<file path="src/rtl/clq_sched_if.sv">
// Clause-scheduler bus: the CARB and engine clause inputs with their stalls,
// the CLQ write stream, credit returns, and scheduler status.
//
// Handshake: a source presents a clause with *_valid=1 and holds clause and
// valid stable while the matching sch2*_stall is 1. The clause is taken at
// the first posedge where valid=1 and stall=0. Stall depends only on
// registered state. sch2clq_valid is a one-cycle write strobe with no
// backpressure; clq2sch_credit returns one CLQ entry per cycle it is high.
interface clq_sched_if #(
  parameter int CLA_W       = 16,
  parameter int CLQ_CREDITS = 8
);
  localparam int CRED_W = $clog2(CLQ_CREDITS + 1);

  logic [CLA_W-1:0]  carb2sch;
  logic              carb2sch_valid;
  logic              sch2carb_stall;
  logic [CLA_W-1:0]  eng2sch;
  logic              eng2sch_valid;
  logic              sch2eng_stall;
  logic [CLA_W-1:0]  sch2clq;
  logic              sch2clq_valid;
  logic              clq2sch_credit;
  logic [CRED_W-1:0] sch_credits;
  logic              sch_err;
  logic              arb_state;    // debug: 0 = ENG_PRI, 1 = CARB_TURN

  modport master (
    output carb2sch, carb2sch_valid, eng2sch, eng2sch_valid, clq2sch_credit,
    input  sch2carb_stall, sch2eng_stall, sch2clq, sch2clq_valid,
    input  sch_credits, sch_err, arb_state
  );

  modport slave (
    input  carb2sch, carb2sch_valid, eng2sch, eng2sch_valid, clq2sch_credit,
    output sch2carb_stall, sch2eng_stall, sch2clq, sch2clq_valid,
    output sch_credits, sch_err, arb_state
  );
endinterface

</file>
<file path="src/rtl/clq_sched.sv">
// Clause-queue scheduler: buffers CARB and engine clauses in per-source FIFOs,
// drains them with an engine-priority arbiter that forces one CARB grant after
// MAX_BURST consecutive engine grants, and issues only while CLQ credits remain.
module clq_sched #(
  parameter int DEPTH       = 4,
  parameter int MAX_BURST   = 4,
  parameter int CLQ_CREDITS = 8,
  parameter int CLA_W       = 16
) (
  input logic        clk,
  input logic        rst,
  clq_sched_if.slave bus
);
  localparam int PTR_W   = $clog2(DEPTH);
  localparam int CNT_W   = $clog2(DEPTH + 1);
  localparam int CRED_W  = $clog2(CLQ_CREDITS + 1);
  localparam int BURST_W = $clog2(MAX_BURST + 1);
  localparam int ENG     = 0;
  localparam int CARB    = 1;

  typedef enum logic {ENG_PRI = 1'b0, CARB_TURN = 1'b1} arb_state_t;

  logic [CLA_W-1:0]   mem [2][DEPTH];
  logic [PTR_W-1:0]   wr_ptr [2];
  logic [PTR_W-1:0]   rd_ptr [2];
  logic [CNT_W-1:0]   cnt [2];
  logic [1:0]         full, not_empty, push, pop;
  logic [CLA_W-1:0]   din [2];

  arb_state_t         arb_state, arb_state_nxt;
  logic [BURST_W-1:0] burst_cnt, burst_cnt_nxt;
  logic               grant_eng, grant_carb, issue;
  logic [CLA_W-1:0]   head;
  logic [CRED_W-1:0]  credits;

  // Per-source status; stall comes from the registered count only, so a pop
  // in the same cycle does not open a slot until the next cycle.
  always_comb begin
    din[ENG]  = bus.eng2sch;
    din[CARB] = bus.carb2sch;
    for (int s = 0; s < 2; s++) begin
      full[s]      = (cnt[s] == CNT_W'(DEPTH));
      not_empty[s] = (cnt[s] != '0);
    end
    push[ENG]  = bus.eng2sch_valid  && !full[ENG];
    push[CARB] = bus.carb2sch_valid && !full[CARB];
  end

  assign bus.sch2eng_stall  = full[ENG];
  assign bus.sch2carb_stall = full[CARB];

  // FIFO storage; contents need no reset because the counts gate every read.
  always_ff @(posedge clk) begin
    for (int s = 0; s < 2; s++) begin
      if (push[s]) mem[s][wr_ptr[s]] <= din[s];
    end
  end

  // FIFO pointers and counts; pointers wrap naturally at DEPTH (power of 2).
  always_ff @(posedge clk) begin
    if (!rst) begin
      for (int s = 0; s < 2; s++) begin
        wr_ptr[s] <= '0;
        rd_ptr[s] <= '0;
        cnt[s]    <= '0;
      end
    end else begin
      for (int s = 0; s < 2; s++) begin
        if (push[s]) wr_ptr[s] <= wr_ptr[s] + PTR_W'(1);
        if (pop[s])  rd_ptr[s] <= rd_ptr[s] + PTR_W'(1);
        if (push[s] && !pop[s])      cnt[s] <= cnt[s] + CNT_W'(1);
        else if (pop[s] && !push[s]) cnt[s] <= cnt[s] - CNT_W'(1);
      end
    end
  end

  // Arbiter state register.
  always_ff @(posedge clk) begin
    if (!rst) begin
      arb_state <= ENG_PRI;
      burst_cnt <= '0;
    end else begin
      arb_state <= arb_state_nxt;
      burst_cnt <= burst_cnt_nxt;
    end
  end

  // Grant selection, issue decision and arbiter next state. CARB_TURN is only
  // entered while CARB holds a clause, which stays there until it is granted.
  always_comb begin
    grant_carb    = not_empty[CARB] && (arb_state == CARB_TURN || !not_empty[ENG]);
    grant_eng     = not_empty[ENG] && !grant_carb;
    issue         = (credits != '0) && (grant_carb || grant_eng);
    pop[CARB]     = issue && grant_carb;
    pop[ENG]      = issue && grant_eng;
    head          = grant_carb ? mem[CARB][rd_ptr[CARB]] : mem[ENG][rd_ptr[ENG]];
    arb_state_nxt = arb_state;
    burst_cnt_nxt = burst_cnt;
    if (issue) begin
      if (grant_carb) begin
        arb_state_nxt = ENG_PRI;
        burst_cnt_nxt = '0;
      end else if (not_empty[CARB]) begin
        burst_cnt_nxt = burst_cnt + BURST_W'(1);
        if (burst_cnt + BURST_W'(1) == BURST_W'(MAX_BURST)) arb_state_nxt = CARB_TURN;
      end else begin
        burst_cnt_nxt = '0;
      end
    end
  end

  // Registered CLQ write port; the clause holds its last value when idle.
  always_ff @(posedge clk) begin
    if (!rst) begin
      bus.sch2clq       <= '0;
      bus.sch2clq_valid <= 1'b0;
    end else begin
      bus.sch2clq_valid <= issue;
      if (issue) bus.sch2clq <= head;
    end
  end

  // Credit counter: issue consumes, a returned credit refills; a return with
  // the counter already full is dropped and flagged stickily.
  always_ff @(posedge clk) begin
    if (!rst) begin
      credits     <= CRED_W'(CLQ_CREDITS);
      bus.sch_err <= 1'b0;
    end else begin
      case ({issue, bus.clq2sch_credit})
        2'b10:   credits <= credits - CRED_W'(1);
        2'b01: begin
          if (credits == CRED_W'(CLQ_CREDITS)) bus.sch_err <= 1'b1;
          else                                 credits <= credits + CRED_W'(1);
        end
        default: credits <= credits;
      endcase
    end
  end

  assign bus.sch_credits = credits;
  assign bus.arb_state   = arb_state;
endmodule
</file>
<file path="src/flat_wrapper.sv">
// flat-port wrapper written by rule: the top's interface ports become plain ports
module clq_sched_flat 
#(
  parameter int DEPTH       = 4,
  parameter int MAX_BURST   = 4,
  parameter int CLQ_CREDITS = 8,
  parameter int CLA_W       = 16
)
  (clk, rst, bus_carb2sch, bus_carb2sch_valid, bus_eng2sch, bus_eng2sch_valid, bus_clq2sch_credit, bus_sch2carb_stall, bus_sch2eng_stall, bus_sch2clq, bus_sch2clq_valid, bus_sch_credits, bus_sch_err, bus_arb_state);
  clq_sched_if #(.CLA_W(CLA_W), .CLQ_CREDITS(CLQ_CREDITS)) bus_i ();
  input logic clk;
  input logic rst;
  input wire logic [$bits(bus_i.carb2sch)-1:0] bus_carb2sch;
  input wire logic [$bits(bus_i.carb2sch_valid)-1:0] bus_carb2sch_valid;
  input wire logic [$bits(bus_i.eng2sch)-1:0] bus_eng2sch;
  input wire logic [$bits(bus_i.eng2sch_valid)-1:0] bus_eng2sch_valid;
  input wire logic [$bits(bus_i.clq2sch_credit)-1:0] bus_clq2sch_credit;
  output wire logic [$bits(bus_i.sch2carb_stall)-1:0] bus_sch2carb_stall;
  output wire logic [$bits(bus_i.sch2eng_stall)-1:0] bus_sch2eng_stall;
  output wire logic [$bits(bus_i.sch2clq)-1:0] bus_sch2clq;
  output wire logic [$bits(bus_i.sch2clq_valid)-1:0] bus_sch2clq_valid;
  output wire logic [$bits(bus_i.sch_credits)-1:0] bus_sch_credits;
  output wire logic [$bits(bus_i.sch_err)-1:0] bus_sch_err;
  output wire logic [$bits(bus_i.arb_state)-1:0] bus_arb_state;
  assign bus_i.carb2sch = bus_carb2sch;
  assign bus_i.carb2sch_valid = bus_carb2sch_valid;
  assign bus_i.eng2sch = bus_eng2sch;
  assign bus_i.eng2sch_valid = bus_eng2sch_valid;
  assign bus_i.clq2sch_credit = bus_clq2sch_credit;
  assign bus_sch2carb_stall = bus_i.sch2carb_stall;
  assign bus_sch2eng_stall = bus_i.sch2eng_stall;
  assign bus_sch2clq = bus_i.sch2clq;
  assign bus_sch2clq_valid = bus_i.sch2clq_valid;
  assign bus_sch_credits = bus_i.sch_credits;
  assign bus_sch_err = bus_i.sch_err;
  assign bus_arb_state = bus_i.arb_state;
  clq_sched #(.DEPTH(DEPTH), .MAX_BURST(MAX_BURST), .CLQ_CREDITS(CLQ_CREDITS), .CLA_W(CLA_W)) u_core (.clk(clk), .rst(rst), .bus(bus_i));
endmodule
</file>
<file path="config.mk">
export PLATFORM = sky130hd
export DESIGN_NAME = clq_sched_flat
export DESIGN_NICKNAME = d
export VERILOG_FILES = /design/src/rtl/clq_sched_if.sv /design/src/rtl/clq_sched.sv /design/src/flat_wrapper.sv
export SDC_FILE = /design/constraint.sdc
export NUM_CORES = 1
export LEC_CHECK = 0
export ABC_CLOCK_PERIOD_IN_PS = 3400
export BUFFER_PORTS_ARGS = -buffer_cell sky130_fd_sc_hd__buf_2
export CAP_MARGIN = 40
export CORE_MARGIN = 3
export CORE_UTILIZATION = 40
export CTS_CLUSTER_DIAMETER = 80
export CTS_CLUSTER_SIZE = 40
export DETAILED_ROUTE_END_ITERATION = 8
export PLACE_DENSITY_LB_ADDON = 0.08
export SLEW_MARGIN = 20
export SYNTH_ARGS = -nofsm -noshare
export SYNTH_HDL_FRONTEND = slang
export SYNTH_SLANG_ARGS = --single-unit
</file>
<file path="constraint.sdc">
create_clock -name clk -period 3.4 [get_ports clk]
set_input_delay 0.68 -clock clk [delete_from_list [all_inputs] [get_ports clk]]
set_output_delay 0.68 -clock clk [all_outputs]
set_load 0.03 [all_outputs]
</file>
==> flow_metrics.tcl <==
set metrics [dict create \
    status "completed" \
    fin_total_pwr_w 0.00709 \
    die_w_um 138 \
    synth.largest_area_cell "edfxtp_1" \
    synthSimpleGateAreaFrac 0.0652 \
    die_h_um 138 \
    area_growth_pct 17.3 \
    slowest_delay_ps 420 \
    place_congestion 0.796 \
    via_per_inst 5.09 \
    drive_above_1_share 0.297 \
    row_count 47 \
    n_antenna_cell 0 \
    setup_violations 0 \
    synth_top_family_by_area "multiplexers" \
    cap_violations 0 \
    period_needed_ps 2810 \
    crit_chain "inv_1, ha_1, nor2b_1, a21o_1, nand2_2, ha_1, a21o_1, a21oi_1, nand2_1, o32ai_2, mux2_1" \
    ys.flop_type "edfxtp_1" \
    pin_count 62 \
    synth-xor-area-share 0.0113 \
    cts_resized 0 \
    seq_power_share 0.409 \
    h-tree-depth 4 \
    drtAntennaViolNets 0 \
    critPathCaptureType "register" \
    fmax_mhz 356 \
    finalMaxSlewViolations 0 \
    swShare 0.340 \
    grt_max_degree 40 \
    critical-path-top-delay-family "compound AO/OA/AOI/OAI gates" \
    syn-num-nets 463 \
    place_hpwl_mm 9.10 \
    yosysTopAreaCellShare 0.612 \
    cts_buffers 17 \
    yosysWarnings 0 \
    wl_per_cell_um 18.7 \
    p_int_w 0.00467 \
    antenna_found_initial 0 \
    final_cell_mix "142 x edfxtp_1, 61 x buf_2, 32 x mux4_2" \
    cp_slowest_cell "edfxtp_1" \
    synth_cells 409 \
    ir_drop_mv 0.421 \
    clockBufferDepth 2 \
    post-cts-setup-buffer-count 0 \
    numClockSinks 168 \
    netlist_area_um2 6970 \
    path_clk_slew_ps 70 \
    yosys.cell_types.count 46 \
    worst_slack_ps 591 \
    cts_root_buffer "clkbuf_16" \
    p_clk_frac 0.241 \
    arrival_ps 3110 \
    layout_commonest_cell "edfxtp_1" \
    fin_util 0.486 \
    synth_edf_count 142 \
    synthMuxAreaShare 0.134 \
    comb_power_share 0.350 \
    hold_violations 0 \
    rsz0062_at_grt "no" \
    via_count 3675 \
    grtUsageTotal 0.153 \
    yosysSeqAreaShare 0.687 \
    dieArea_um2 19000 \
    fillers 1483 \
    cp_num_buf_inv 1 \
    worstPathMaxFanout 4 \
    fin_hold_ws_ps 474 \
    cts_tree "done" \
    min_path_type "in -> reg" \
    overflow 0 \
    clock_latency_ps 420 \
    numPortBuffers 61 \
    cts_hold_buffers 0 \
    tightest_slew_ps 737 \
    wl_mm 13.5 \
    first_pass_iters 4 \
    leakage_nw 3.12 \
    initial_core_util 0.414 \
    syn_area_per_cell_um2 17.0 \
    grt_pass1_wl_mm 21.1 \
    worst_clock_skew_ps 11.8 \
    synthAdderAreaFrac 0.0327 \
    synth_seq_cells 168 \
    first_global_vias 3703 \
    worstSetupStartpointType "register" \
    power_density_nw_per_um2 867 \
    drt_iter0_markers 134 \
    nNetsFinal 543 \
    coreArea_um2 16800 \
    maxSlewHeadroom 0.508 \
    crit_type "reg -> reg" \
    ys_async_sr_fraction 0 \
    finalCritPeriodShare 0.826 \
    finalSetupTns_ps 0 \
    synthTopCellsByArea "edfxtp_1 61%, mux4_2 10%, dfxtp_1 7.5%" \
    synth-compound-area-share 0.0519 \
    power_switching_w 0.00241 \
    dpl_worst_slack_ps 624 \
    cp.required_ps 3700 \
    remaining_drc_errors 0 \
]
[flip-flops by register name (all words and copies together), names as in the netlist]
| name | cells |
|---|---|
| u_core.mem | 128 |
| u_core.bus.sch2clq | 16 |
| u_core.cnt | 6 |
| u_core.bus.sch_credits | 4 |
| u_core.rd_ptr | 4 |
| u_core.wr_ptr | 4 |
| u_core.burst_cnt | 3 |
| u_core.bus.arb_state | 1 |
| u_core.bus.sch2clq_valid | 1 |
| u_core.bus.sch_err | 1 |
[logic make-up after synthesis]
| logic type | after synthesis |
|---|---|
| compound gates | 44 |
| xor+xnor | 9 |
| simple gates | 87 |
| flops | 168 |
| buf+inv | 31 |
| mux | 53 |
| fa+ha+maj | 17 |
[worst reg2reg max path, stage by stage (launching register included)]
cell,delay [ps]
edfxtp_1,420
inv_1,100
ha_1,200
nor2b_1,410
a21o_1,210
nand2_2,100
ha_1,290
a21o_1,180
a21oi_1,200
nand2_1,90
o32ai_2,150
mux2_1,330
[per-stage QoR]
stage,instance area (µm²),cells
2_1_floorplan,6970,409
4_1_cts,8170,722
5_1_grt,8170,722
3_5_place_dp,7640,690
6_report,8170,722
3_3_place_gp,7600,688
[cells in the mapped netlist, types with 3 or more instances]
library cell / count
mux2i_1: 20
o211a_1: 16
a21oi_1: 4
o22ai_1: 3
nand2b_1: 5
buf_2: 7
inv_1: 12
o21ai_0: 6
dfxtp_1: 26
nand2_1: 29
edfxtp_1: 142
and2_1: 9
xnor2_1: 6
mux4_2: 32
nand3_1: 3
ha_1: 15
nor2_1: 19
xor2_1: 3
nor2b_1: 9
clkbuf_1: 10
[path summary, 6_finish.rpt]
kind / cells past startpoint / to / startpoint / slack (ps)
worst max-delay path: 11 / u_core.bus.sch_credits[3] / u_core.cnt[1][0] / 590
worst min-delay path: 1 / u_core.mem[0][22] / bus_eng2sch[6] / 470
worst min register to register: 1 / u_core.bus.sch2clq[10] / u_core.bus.sch2clq[10] / 500
worst max register to register: 11 / u_core.bus.sch_credits[3] / u_core.cnt[1][0] / 590
[layer usage]
| metal | global-route usage | wire length (µm) | share of wire | up-vias |
|---|---|---|---|---|
| met3 | 0.0388 | 452 | 0.033 | 12 |
| met4 | 0.0412 | 148 | 0.011 | 0 |
| met5 | 0 | 0 | 0 | - |
| met2 | 0.248 | 6770 | 0.50 | 66 |
| met1 | 0.206 | 6160 | 0.46 | 1857 |
| li1 | - | - | - | 1740 |
[layout make-up]
cell class	count	area, µm²	area share
clock buffers	17	425	0.0521
clock inverters	15	105	0.0129
inverters	12	45.0	0.00551
flip-flops and latches	168	4780	0.585
repair buffers	80	475	0.0582
multi-input cells	210	2060	0.252
well taps	220	275	0.0337
[power by group through the flow]
stage / clock, W / combinational [W] / sequential (W)
2_1_floorplan: 0 / 0.00166 / 0.00303
3_3_place_gp: 0 / 0.00242 / 0.00298
3_5_place_dp: 0 / 0.00252 / 0.00295
4_1_cts: 0.00176 / 0.00253 / 0.00291
5_1_grt: 0.00184 / 0.00273 / 0.00295
6_report: 0.00171 / 0.00248 / 0.00290
Note: power is estimated with default switching activity, not from simulation.
